<file path="src/rtl/icache_control_master_pkg.sv">
// Shared definitions for the icache control-word master: word field positions,
// FSM encodings, set-index slice and the pLRU touch rule.
package icache_control_master_pkg;

  localparam int PLRU_MSB  = 6;
  localparam int PLRU_LSB  = 4;
  localparam int VALID_MSB = 3;

  localparam int SET_MSB = 11;
  localparam int SET_LSB = 4;

  localparam logic [1:0] ST_IDLE    = 2'd0;
  localparam logic [1:0] ST_COMPARE = 2'd1;
  localparam logic [1:0] ST_WRITE   = 2'd2;
  localparam logic [1:0] ST_INVD    = 2'd3;

  typedef enum logic {
    OP_LOOKUP = 1'b0,
    OP_FILL   = 1'b1
  } op_e;

  // plru = {b2, b1, b0}; touching a way points the tree away from it
  function automatic logic [2:0] plru_touch(input logic [2:0] plru, input logic [1:0] way);
    logic [2:0] p;
    p = plru;
    case (way)
      2'd0: begin p[0] = 1'b1; p[1] = 1'b1; end
      2'd1: begin p[0] = 1'b1; p[1] = 1'b0; end
      2'd2: begin p[0] = 1'b0; p[2] = 1'b1; end
      default: begin p[0] = 1'b0; p[2] = 1'b0; end
    endcase
    return p;
  endfunction

  function automatic logic [7:0] set_index(input logic [31:0] addr);
    return addr[SET_MSB:SET_LSB];
  endfunction

endpackage

</file>
<file path="src/rtl/icache_plru_calc.sv">
// Combinational hit/victim resolution and pLRU update for one 4-way control word.
module icache_plru_calc
  import icache_control_master_pkg::*;
(
  input  logic [6:0] word,
  input  logic [3:0] hit_mask,
  output logic       hit,
  output logic [1:0] way,
  output logic [1:0] victim,
  output logic [6:0] upd_word
);

  logic [3:0] valid;
  logic [2:0] plru;
  logic [3:0] eff;

  assign valid = word[VALID_MSB:0];
  assign plru  = word[PLRU_MSB:PLRU_LSB];
  assign eff   = hit_mask & valid;

  always_comb begin
    hit = |eff;

    // multi-hot tag matches resolve to the lowest way
    if (eff[0])      way = 2'd0;
    else if (eff[1]) way = 2'd1;
    else if (eff[2]) way = 2'd2;
    else if (eff[3]) way = 2'd3;
    else             way = 2'd0;

    if (!valid[0])      victim = 2'd0;
    else if (!valid[1]) victim = 2'd1;
    else if (!valid[2]) victim = 2'd2;
    else if (!valid[3]) victim = 2'd3;
    else if (plru[0])   victim = plru[2] ? 2'd3 : 2'd2;
    else                victim = plru[1] ? 2'd1 : 2'd0;

    upd_word = {plru_touch(plru, way), valid};
  end

endmodule

</file>
<file path="src/rtl/icache_control_master.sv">
// Initiator for the icache control-word RAM: turns lookup, fill and invalidate
// requests into read/write/invdcode handshakes and resolves hit or victim way.
module icache_control_master
  import icache_control_master_pkg::*;
(
  input  logic        clk,
  input  logic        rst,

  input  logic        lookup_do,
  input  logic [31:0] lookup_address,
  input  logic [3:0]  hit_vector,
  output logic        lookup_done,
  output logic        lookup_hit,
  output logic [1:0]  lookup_way,

  input  logic        fill_do,
  input  logic [31:0] fill_address,
  input  logic [1:0]  fill_way,
  output logic        fill_done,

  input  logic        invd_do,
  output logic        invd_done,

  output logic        busy,

  output logic [31:0] ctrl_address,
  output logic        ctrl_read_do,
  input  logic [6:0]  ctrl_q,
  output logic        ctrl_write_do,
  output logic [6:0]  ctrl_data,
  output logic        ctrl_invdcode_do,
  input  logic        ctrl_invdcode_done
);

  logic [1:0]  state;

  logic [31:0] addr_p0;
  op_e         op_p0;
  logic [1:0]  fill_way_p0;

  logic [6:0]  word_p1;
  logic        hit_p1;
  logic [1:0]  way_p1;
  logic        vld_p1;

  logic        calc_hit;
  logic [1:0]  calc_way;
  logic [1:0]  calc_victim;
  logic [6:0]  calc_word;
  logic [6:0]  fill_word;

  logic        idle;
  logic        take_invd;
  logic        take_fill;
  logic        take_lookup;

  icache_plru_calc u_plru_calc (
    .word     (ctrl_q),
    .hit_mask (hit_vector),
    .hit      (calc_hit),
    .way      (calc_way),
    .victim   (calc_victim),
    .upd_word (calc_word)
  );

  assign idle        = (state == ST_IDLE);
  assign take_invd   = idle && invd_do;
  assign take_fill   = idle && !invd_do && fill_do;
  assign take_lookup = idle && !invd_do && !fill_do && lookup_do;

  assign fill_word = {plru_touch(ctrl_q[PLRU_MSB:PLRU_LSB], fill_way_p0),
                      ctrl_q[VALID_MSB:0] | (4'b0001 << fill_way_p0)};

  always_ff @(posedge clk) begin
    if (rst) begin
      state       <= ST_IDLE;
      addr_p0     <= '0;
      op_p0       <= OP_LOOKUP;
      fill_way_p0 <= '0;
      word_p1     <= '0;
      hit_p1      <= 1'b0;
      way_p1      <= '0;
      vld_p1      <= 1'b0;
    end else begin
      case (state)
        // p0: request accepted, RAM read issued
        ST_IDLE: begin
          if (take_invd) begin
            state <= ST_INVD;
          end else if (take_fill) begin
            state       <= ST_COMPARE;
            op_p0       <= OP_FILL;
            addr_p0     <= fill_address;
            fill_way_p0 <= fill_way;
          end else if (take_lookup) begin
            state   <= ST_COMPARE;
            op_p0   <= OP_LOOKUP;
            addr_p0 <= lookup_address;
          end
        end
        // p1: control word returned, resolve and register the write-back
        ST_COMPARE: begin
          state <= ST_WRITE;
          if (op_p0 == OP_FILL) begin
            word_p1 <= fill_word;
            vld_p1  <= 1'b1;
          end else begin
            word_p1 <= calc_word;
            vld_p1  <= calc_hit;
            hit_p1  <= calc_hit;
            way_p1  <= calc_hit ? calc_way : calc_victim;
          end
        end
        ST_WRITE: begin
          state  <= ST_IDLE;
          vld_p1 <= 1'b0;
        end
        default: begin
          if (ctrl_invdcode_done) state <= ST_IDLE;
        end
      endcase
    end
  end

  always_comb begin
    if (take_fill)                                        ctrl_address = fill_address;
    else if (take_lookup)                                 ctrl_address = lookup_address;
    else if (state == ST_COMPARE || state == ST_WRITE)    ctrl_address = addr_p0;
    else                                                  ctrl_address = '0;
  end

  assign busy             = !idle;
  assign ctrl_read_do     = take_fill || take_lookup;
  assign ctrl_write_do    = (state == ST_WRITE) && vld_p1;
  assign ctrl_data        = ctrl_write_do ? word_p1 : 7'd0;
  // held high through RAM init; the RAM ignores it until it is ready
  assign ctrl_invdcode_do = (state == ST_INVD) && !ctrl_invdcode_done;
  assign invd_done        = (state == ST_INVD) && ctrl_invdcode_done;
  assign lookup_done      = (state == ST_WRITE) && (op_p0 == OP_LOOKUP);
  assign fill_done        = (state == ST_WRITE) && (op_p0 == OP_FILL);
  assign lookup_hit       = hit_p1;
  assign lookup_way       = way_p1;

endmodule
</file>
<file path="config.mk">
export PLATFORM = sky130hd
export DESIGN_NAME = icache_control_master
export DESIGN_NICKNAME = d
export VERILOG_FILES = /design/src/rtl/icache_control_master_pkg.sv /design/src/rtl/icache_plru_calc.sv /design/src/rtl/icache_control_master.sv
export SDC_FILE = /design/constraint.sdc
export NUM_CORES = 1
export LEC_CHECK = 0
export ABC_AREA = 1
export ABC_CLOCK_PERIOD_IN_PS = 2500
export BUFFER_PORTS_ARGS = -buffer_cell sky130_fd_sc_hd__buf_2
export CAP_MARGIN = 20
export CORE_ASPECT_RATIO = 1.2
export CORE_MARGIN = 10
export CORE_UTILIZATION = 48
export CTS_CLUSTER_SIZE = 25
export DETAILED_ROUTE_END_ITERATION = 7
export GPL_ROUTABILITY_DRIVEN = 0
export PLACE_DENSITY_LB_ADDON = 0.15
export SLEW_MARGIN = 20
export SYNTH_ARGS = -nofsm -noshare
export SYNTH_HDL_FRONTEND = slang
export SYNTH_SLANG_ARGS = --single-unit
</file>
<file path="constraint.sdc">
create_clock -name clk -period 2.5 [get_ports clk]
set_clock_uncertainty 0.2 [all_clocks]
set_input_delay 0.5 -clock clk [delete_from_list [all_inputs] [get_ports clk]]
set_output_delay 0.5 -clock clk [all_outputs]
set_load 0.02 [all_outputs]
</file>
# After elaboration in Yosys (flattened, before gate mapping)
# Index checks and enable logic that the tools add are counted.
[totals] register_bits=48 in_bits=83 out_inout_bits=49 elab_cells=84
[classes] eq_ne=8 shift=1 n_mux=34 bitwise_logic=4 reduce_logical=29
[op_table] cell="32-bit two-way mux" n=5
[op_table] cell="2-bit two-way mux" n=14
[op_table] cell="7-bit two-way mux" n=2
[op_table] cell="1-bit logical AND" n=10
[op_table] cell="1-bit one-hot mux with 2 select lines" n=5
[op_table] cell="2-bit == test (second input constant)" n=4
[op_table] cell="1-bit two-way mux" n=7
[op_table] cell="2-bit by 1-bit == test with 1-bit output (second input constant)" n=3
[op_table] cell="2-bit logical NOT" n=3
[op_table] cell="2-bit one-hot mux with 3 select lines" n=1
[op_table] cell="3-bit AND reduction" n=2
[op_table] cell="4-bit bitwise AND" n=1
[op_table] cell="1-bit logical NOT" n=4
[op_table] cell="4-bit by 1-bit inequality test with 1-bit output (second input constant)" n=1
[op_table] cell="4-bit bitwise OR" n=1
[op_table] cell="2-bit AND reduction" n=2
[op_table] cell="2-bit nonzero test" n=2
[op_table] cell="4-bit nonzero test" n=1
[op_table] cell="2-bit OR reduction" n=2
[op_table] cell="4-bit OR reduction" n=1
[op_table] cell="1-bit by 2-bit left shift with 4-bit output (first input constant)" n=1
[op_table] cell="1-bit logical OR" n=2
[op_table] cell="1-bit NOT" n=2

# Longest topological paths before layout
# Gate-level depths: netlist of the first run.
[depth] ltp_word=9 ltp_mapped=10 depth_no_buf=9

# By module
# A second synthesis of the first run with hierarchy kept.
[hier_totals] cells_unflattened=589 hier_area_um2=3315.7
[modules_own_cells] mod="icache_control_master" instances=1 cells_per_inst=554 area_each_um2=3121.7 seq_area_each_um2=960.9
[modules_own_cells] mod="icache_plru_calc" instances=1 cells_per_inst=35 area_each_um2=193.9 seq_area_each_um2=0.0

# Worst setup path before layout of the first run
# No wires, ideal clock.
[synth_path] path_type="reg-to-output" startpoint="register state[0]" endpoint="output ctrl_address[10]" t_arrival_ns=1.594 slack_ns=0.206 stages_incl_launch_ff=10 path_buffers=1 path_cell_list="dfxtp_1 -> inv_1 -> ha_1 -> inv_2 -> nor2_2 -> nand2_2 -> nand2_8 -> inv_6 -> buf_6 -> o21ai_1"
[synth_via] elab_chain_cells=6 word_cells_on_any_way=11 classes_between="2 x eq/ne; 3 x mux; 6 x reduce/logical"
[synth_rtl] element="start, declared" line="icache_control_master.sv:35" source="logic [1:0] state;"
[synth_rtl] element="start signal, assigned" line="icache_control_master.sv:76" source="state <= ST_IDLE;"
[synth_rtl] element="start signal, assigned" line="icache_control_master.sv:89" source="state <= ST_INVD;"
[synth_rtl] element="start signal, assigned" line="icache_control_master.sv:91" source="state <= ST_COMPARE;"
[synth_rtl] element="2-bit logical NOT" line="icache_control_master.sv:66" source="assign idle = (state == ST_IDLE);"
[synth_rtl] element="1-bit logical AND" line="icache_control_master.sv:68, icache_control_master.sv:69"
[synth_rtl] element="1-bit logical AND (2 in a row)" line="icache_control_master.sv:69" source="assign take_lookup = idle && !invd_do && !fill_do && lookup_do;"
[synth_rtl] element="32-bit two-way mux" line="icache_control_master.sv:127" source="else if (take_lookup) ctrl_address = lookup_address;"
[synth_rtl] element="32-bit two-way mux (*)" line="icache_control_master.sv:126" source="if (take_fill) ctrl_address = fill_address;"
[synth_rtl] element="end, declared" line="icache_control_master.sv:26" source="output logic [31:0] ctrl_address,"
# Every way passes the cells marked *; elsewhere a longest branch is shown, timed or not.

# Final worst setup path of the first run
[layout_path] startpoint="register state[1]" endpoint="output ctrl_address[13]"
# The elaborated chain is that of the path after synthesis.

==> results of run 1 <==
-- logic make-up after synthesis --
kind of cell    Yosys count  share of synthesized area
simple gates            192                      0.274
fa+ha+maj                 5                     0.0209
buf+inv                  95                      0.154
flops                    48                      0.321
compound gates          127                      0.229
-- power by group through the flow --
stage                     clock, mW  sequential [mW]  combinational [mW]
after floorplan                   0             1.10                1.47
after global placement            0             1.11                1.94
after detailed placement          0             1.11                1.97
after CTS                     0.449             1.10                2.12
after global routing          0.482             1.14                2.61
final                         0.444             1.11                2.38
-- synthesized netlist by cell type (all sizes together), types with 2 or more instances --
cell	instances	area, um^2
nor3	2	10.0
nand3	44	220
inv	67	262
nand2	122	479
dfxtp	48	961
o211ai	2	15.0
ha	5	62.6
clkbuf	6	22.5
a21oi	47	235
nor2	23	105
o21ai	74	404
buf	22	178
-- per-stage QoR --
step	setup WS (ps)	cells
CTS	1.87	671
floorplan	206	467
finish	-38.2	676
global placement	88.4	663
global route	-124	676
detailed placement	-1.77	663
-- critical path, cell delays in order (launching register included) --
cell and delay (ps):
dfxtp_4 370, inv_4 70, ha_4 160, nand2_4 70, nor2_8 210, inv_8 80
nand2_8 140, inv_12 100, o21ai_2 160, buf_4 160
-- what timing repair did --
item / 4_1_cts / 5_1_grt
resized for setup: 32 / 79
pin swaps: 1 / 4
buffers inserted: 0 / 3
endpoints found under the setup margin: 33 / 33
cloned: 1 / 2
-- how the worst max path moves through the flow --
| stage | slack [ps] | from | to | cells after the start |
|---|---|---|---|---|
| floorplan | 210 | state[0]$_SDFFE_PP0P_ | ctrl_address[10] | 9 |
| global placement | 90 | fill_do | ctrl_address[26] | 9 |
| detailed placement | -2 | state[1]$_SDFFE_PP0P_ | ctrl_address[28] | 10 |
| CTS | 2 | state[1]$_SDFFE_PP0P_ | ctrl_address[5] | 11 |
| finish | -40 | state[1]$_SDFFE_PP0P_ | ctrl_address[13] | 9 |
| global route | -120 | state[1]$_SDFFE_PP0P_ | ctrl_address[12] | 9 |
-- cells in the final DEF (no fill, tap or decap), drive strengths merged, types with 2 or more instances in the layout --
master	count
buf	145
nand2	122
o21ai	74
inv	68
dfxtp	48
a21oi	47
nand3	44
nor2	23
clkbuf	8
ha	5
o211ai	2
nor3	2
-- area by class of cell --
type,instances,share of cell area
Clock buffer,6,0.0178
Clock inverter,1,0.00123
Multi-Input combinational cell,324,0.406
Inverter,67,0.0688
Sequential cell,48,0.237
Tap cell,82,0.0252
Timing Repair inverter,1,0.00399
Timing Repair Buffer,147,0.240
-- registers in the layout, summed over array words and instances, names as in the netlist --
name	cells
fill_way_p0	2
state	2
vld_p1	1
op_p0	1
lookup_hit	1
word_p1	7
lookup_way	2
addr_p0	32
-- layer usage --
metal	track usage	routed length (um)	vias up	share of wire
met4	0.0486	141	0	0.015
met1	0.197	3880	1585	0.41
met5	0	0	-	0
li1	-	-	1757	-
met2	0.324	4790	109	0.50
met3	0.0605	715	12	0.075
==> impl_metrics.py, run 1 <==
metrics = {
    "global_route": {
        "grt_pass1_vias": 3294,
        "grt_pass1_wl_um": 15100,
        "grt_max_degree": 34,
        "antenna_found_initial": 0,
        "grt_usage": 0.181,
        "grt_overflow": 0,
    },
    "cts": {
        "clk_latency_ps": 300,
        "cts.sinks": 48,
        "clock_path_buffers": 2,
        "clockRootBuffer": "clkbuf_8",
        "ctsHoldBuffers": 0,
        "cts_buffers": 5,
        "cts_tree": "yes",
        "clk_pin_slew_ps": 90,
        "htreeDepth": 2,
    },
    "layout": {
        "area.sequential_um2": 966,
        "syn_to_final_growth_pct": 36.2,
        "antennaDiodeCount": 0,
        "nFillCells": 580,
        "multi_input_comb_area_um2": 1650,
        "fin_area_um2": 4070,
        "fin_util": 0.673,
        "final_nets": 682,
        "drive_gt1_frac": 0.365,
    },
    "sta": {
        "hold-worst-slack_ps": 274,
        "slew_viol_final": 0,
        "finalSetupTns_ps": -435,
        "relSlewSlack": 0.774,
        "grt_setup_unrepaired": "yes",
        "tightest_slew_ps": 339,
        "setup_viol": 29,
        "fin_ws_ps": -38.2,
        "hold_viol": 0,
        "fin_crit_sh": 1.02,
        "period_needed_ps": 2540,
        "clock.fmax_mhz": 394,
    },
    "routing": {
        "antenna_left": 0,
        "drcViolationCount": 0,
        "drt_pre_antenna_iters": 4,
        "drt-vias-per-instance": 5.12,
        "postRouteWirelength_um": 9530,
        "wl_per_cell_um": 14.1,
        "drt_iter0_markers": 144,
        "vias": 3463,
    },
    "setup_path": {
        "r2r-end": "addr_p0[19]$_SDFFE_PP0P_",
        "r2r_start": "state[1]$_SDFFE_PP0P_",
        "crit_path_start_kind": "flop",
        "reg2regPathDepth": 10,
        "critPathArrivalTime_ps": 1840,
        "crit_type": "flop to output pin",
        "reg2reg_slack_ps": 360,
        "endpoint_kind": "output pin",
        "critPathMaxFanout": 31,
        "critPathRequiredTime_ps": 1800,
    },
    "pwr": {
        "power_leakage_nw": 2.14,
        "peakVddDrop_uv": 411,
        "p_int_mw": 2.09,
        "clkPwrFrac": 0.113,
        "power_switching_mw": 1.85,
        "finalPower_mw": 3.94,
        "sequentialPowerShare": 0.283,
        "powerDensity_nw_per_um2": 967,
        "switching_share": 0.469,
        "comb_power_share": 0.604,
    },
    "placed_design": {
        "placed_cell_area_um2": 3630,
        "port_buffers": 131,
        "dp_hpwl_um": 6880,
    },
    "logic_synthesis": {
        "mappedNetlistArea_um2": 2990,
        "synth_edf_count": 0,
        "ys_warn_count": 0,
        "synthFlopType": "dfxtp_1",
        "syn_avg_cell_area_um2": 6.40,
        "synth_nets": 555,
        "synth_seq_cells": 48,
        "yosys.cell_types.count": 29,
        "synth-async-reset-ratio": 0,
        "seq_area_frac_synth": 0.321,
        "synthCells": 467,
    },
    "die": {
        "die-area_um2": 9800,
        "dieHeight_um": 106,
        "die_w_um": 92.1,
        "start_util": 0.494,
        "ios": 132,
        "std_cell_rows": 31,
        "core_area_um2": 6050,
    },
    "run_status": {
        "failed_checks": "setup timing",
        "status": "finished with violations",
    },
    "hold_path": {
        "worstHoldPathType": "flop to flop",
        "hold-path-endpoint": "word_p1[2]$_SDFFE_PP0P_",
        "worstHoldStart": "word_p1[2]$_SDFFE_PP0P_",
        "hold_path_depth": 2,
    },
    "run": {
        "drv_cap": 0,
    },
}
Power figures use the tool's default switching activity.
==> run 2, diff against run 1 <==
Settings changed: CORE_UTILIZATION 48 to 47, SYNTH_HIERARCHICAL set to 1.
==> impl_metrics.py, run 2 <==
metrics = {
    "placed_design": {
        "placed_cell_area_um2": 4030,
        "dp_hpwl_um": 7360,
        "port_buffers": 131,
        "dp.cells": 784,
    },
    "sta": {
        "hold_viol": 0,
        "relSlewSlack": 0.743,
        "setup_viol": 0,
        "fin_crit_sh": 0.990,
        "period_needed_ps": 2480,
        "tightest_slew_ps": 383,
        "clock.fmax_mhz": 404,
        "slew_viol_final": 0,
        "grt_setup_unrepaired": "yes",
    },
    "logic_synthesis": {
        "synthMuxAreaShare": 0,
        "synth_compound_area_frac": 0.0649,
        "synth_fa_ha_area_frac": 0.0189,
        "synth-async-reset-ratio": 0,
        "yosys.cell_types.count": 26,
        "synth_top_family_by_area": "simple AND/OR/NAND/NOR gates",
        "syn_avg_cell_area_um2": 5.63,
        "synth-xor-area-share": 0,
        "synthFlopType": "dfxtp_1",
        "netlist.area_leader.share": 0.290,
        "synth_seq_cells": 48,
        "ys_top_cells_by_count": "nand2_1 (222), nor2_1 (82), nand3_1 (74)",
        "mappedNetlistArea_um2": 3320,
        "synthTopCellsByArea": "dfxtp_1 (29%), nand2_1 (25%), nand3_1 (11%)",
        "yosys.area_share.simple": 0.486,
        "synthCells": 589,
        "yosysMostFrequentCell": "nand2_1",
        "ys_warn_count": 6,
        "synth_nets": 677,
        "yosys.area.top_type": "dfxtp_1",
        "synth_edf_count": 0,
        "seq_area_frac_synth": 0.290,
    },
    "setup_path": {
        "endpoint_kind": "output pin",
        "r2r-end": "word_p1[3]$_SDFFE_PP0P_",
        "r2r_start": "state[1]$_SDFFE_PP0P_",
        "reg2reg_slack_ps": 530,
        "critPathMaxFanout": 13,
        "crit_buf_inv": 5,
        "slowest_delay_ps": 340,
        "critPathRequiredTime_ps": 1800,
        "cp_cell_sequence": "inv_2, ha_4, inv_4, nor2_8, o21ai_4, buf_6, buf_12, nand3_1, nand2_1, buf_6",
        "critPathTopFamily": "buffers and inverters",
        "crit_path_start_kind": "flop",
        "reg2regPathDepth": 9,
        "critPathMostFrequentCell": "buf_6",
        "critPathArrivalTime_ps": 1780,
        "crit_type": "flop to output pin",
        "crit_slowest_cell": "dfxtp_2",
    },
    "layout": {
        "nFillCells": 637,
        "largest_register_ffs": 32,
        "final_nets": 810,
        "fin_util": 0.687,
        "antennaDiodeCount": 0,
        "drive_gt1_frac": 0.287,
        "syn_to_final_growth_pct": 42.0,
        "instances_no_fill": 809,
        "fin_area_um2": 4710,
        "largest_register": "addr_p0",
        "final_cell_mix": "nand2_1 (212), buf_2 (99), nor2_1 (82), nand3_1 (66), inv_1 (63)",
        "top_regs": "addr_p0 x32, word_p1 x7",
        "layout_commonest_cell": "nand2_1",
    },
    "routing": {
        "antenna_left": 0,
        "wl_per_cell_um": 13.2,
        "drt-vias-per-instance": 4.93,
        "vias": 3989,
        "drt_iter0_markers": 174,
        "drcViolationCount": 0,
        "drt_pre_antenna_iters": 4,
        "postRouteWirelength_um": 10700,
    },
    "cts": {
        "htreeDepth": 2,
        "clock_path_buffers": 2,
        "clockRootBuffer": "clkbuf_8",
        "cts_tree": "yes",
        "clk_pin_slew_ps": 90,
        "cts_buffers": 5,
        "clk_latency_ps": 300,
        "cts.sinks": 48,
    },
    "die": {
        "start_util": 0.484,
        "std_cell_rows": 33,
        "core_area_um2": 6850,
        "ios": 132,
        "die_w_um": 96.7,
        "die-area_um2": 10800,
        "dieHeight_um": 112,
    },
    "pwr": {
        "powerDensity_nw_per_um2": 1020,
        "peakVddDrop_uv": 669,
        "power_leakage_nw": 2.65,
        "finalPower_mw": 4.82,
    },
    "hold_path": {
        "hold_path_depth": 2,
        "worstHoldPathType": "input port to flop",
        "hold-path-endpoint": "word_p1[5]$_SDFFE_PP0P_",
        "worstHoldStart": "rst",
    },
    "run": {
        "drv_cap": 0,
    },
    "global_route": {
        "grt_pass1_wl_um": 16900,
        "grt_usage": 0.176,
        "grt_overflow": 0,
        "grt_pass1_vias": 3724,
        "antenna_found_initial": 0,
        "grt_max_degree": 33,
    },
    "run_status": {
        "status": "finished, final reports clean",
    },
}
[run 2: changes by cell type after synthesis, sizes merged, moves of 2 or more]
cell | before | now
a21oi | 47 | 21
buf | 22 | 26
clkbuf | 6 | 11
inv | 67 | 69
nand2 | 122 | 228
nand3 | 44 | 74
nor2 | 23 | 84
o21ai | 74 | 15
[run 2: power by group]
part / switching (mW) / internal (mW)
sequential: 0.122 / 0.992
combinational: 1.84 / 1.42
clock: 0.256 / 0.191
total: 2.22 / 2.60
[run 2: worst max-delay path by stage]
stage	startpoint	to	slack [ps]	depth (start not counted)
floorplan	state[0]$_SDFFE_PP0P_	ctrl_address[17]	170	9
global placement	state[1]$_SDFFE_PP0P_	ctrl_address[5]	170	9
detailed placement	state[1]$_SDFFE_PP0P_	ctrl_address[10]	90	9
CTS	state[1]$_SDFFE_PP0P_	ctrl_address[10]	30	10
global route	state[1]$_SDFFE_PP0P_	ctrl_address[0]	-60	10
finish	state[0]$_SDFFE_PP0P_	ctrl_address[21]	20	10
[run 2: area by class of cell]
class,count,area (um^2),share of cell area
inverters,70,270,0.0574
clock buffers,6,72.6,0.0154
clock inverters,1,5.00,0.00106
multi-input cells,434,1980,0.420
repair buffers,163,1310,0.278
well taps,87,109,0.0231
flip-flops and latches,48,963,0.205
[run 2: cell families after synthesis]
logic type,count (synthesis)
compound gates,39
fa+ha+maj,5
flops,48
simple gates,390
buf+inv,107
[run 2: worst reg2reg max path: cells and delay by family, from the launching register on]
kind | cells | cell delay (ps)
buffers and inverters | 5 | 650
adders and majority gates | 1 | 280
DFF | 1 | 350
and+or+nand+nor | 1 | 170
AOI/OAI and AO/OA | 2 | 220
[run 2: what timing repair did]
action / CTS / global route
gates resized for setup: 29 / 75
pin swaps: 0 / 12
endpoints found under the hold margin: 0 / 0
cloned: 2 / 4
hold buffers: 0 / 0
endpoints found under the setup margin: 33 / 32
setup buffers: 5 / 7
[run 2: metrics by stage]
| step | setup TNS (ps) | hold WS (ps) | worst slack [ps] |
|---|---|---|---|
| 6_report | 0 | 234 | 24.0 |
| 5_1_grt | -1330 | 245 | -62.3 |
| 3_3_place_gp | 0 | 273 | 169 |
| 4_1_cts | 0 | 227 | 28.1 |
| 2_1_floorplan | 0 | 249 | 166 |
| 3_5_place_dp | 0 | 272 | 89.3 |
[run 2: per-layer routing]
metal,vias up,part of all wire,global-route usage
met3,10,0.082,0.0607
li1,2062,-,-
met4,0,0.010,0.0404
met5,-,0,0
met2,119,0.50,0.319
met1,1798,0.41,0.193
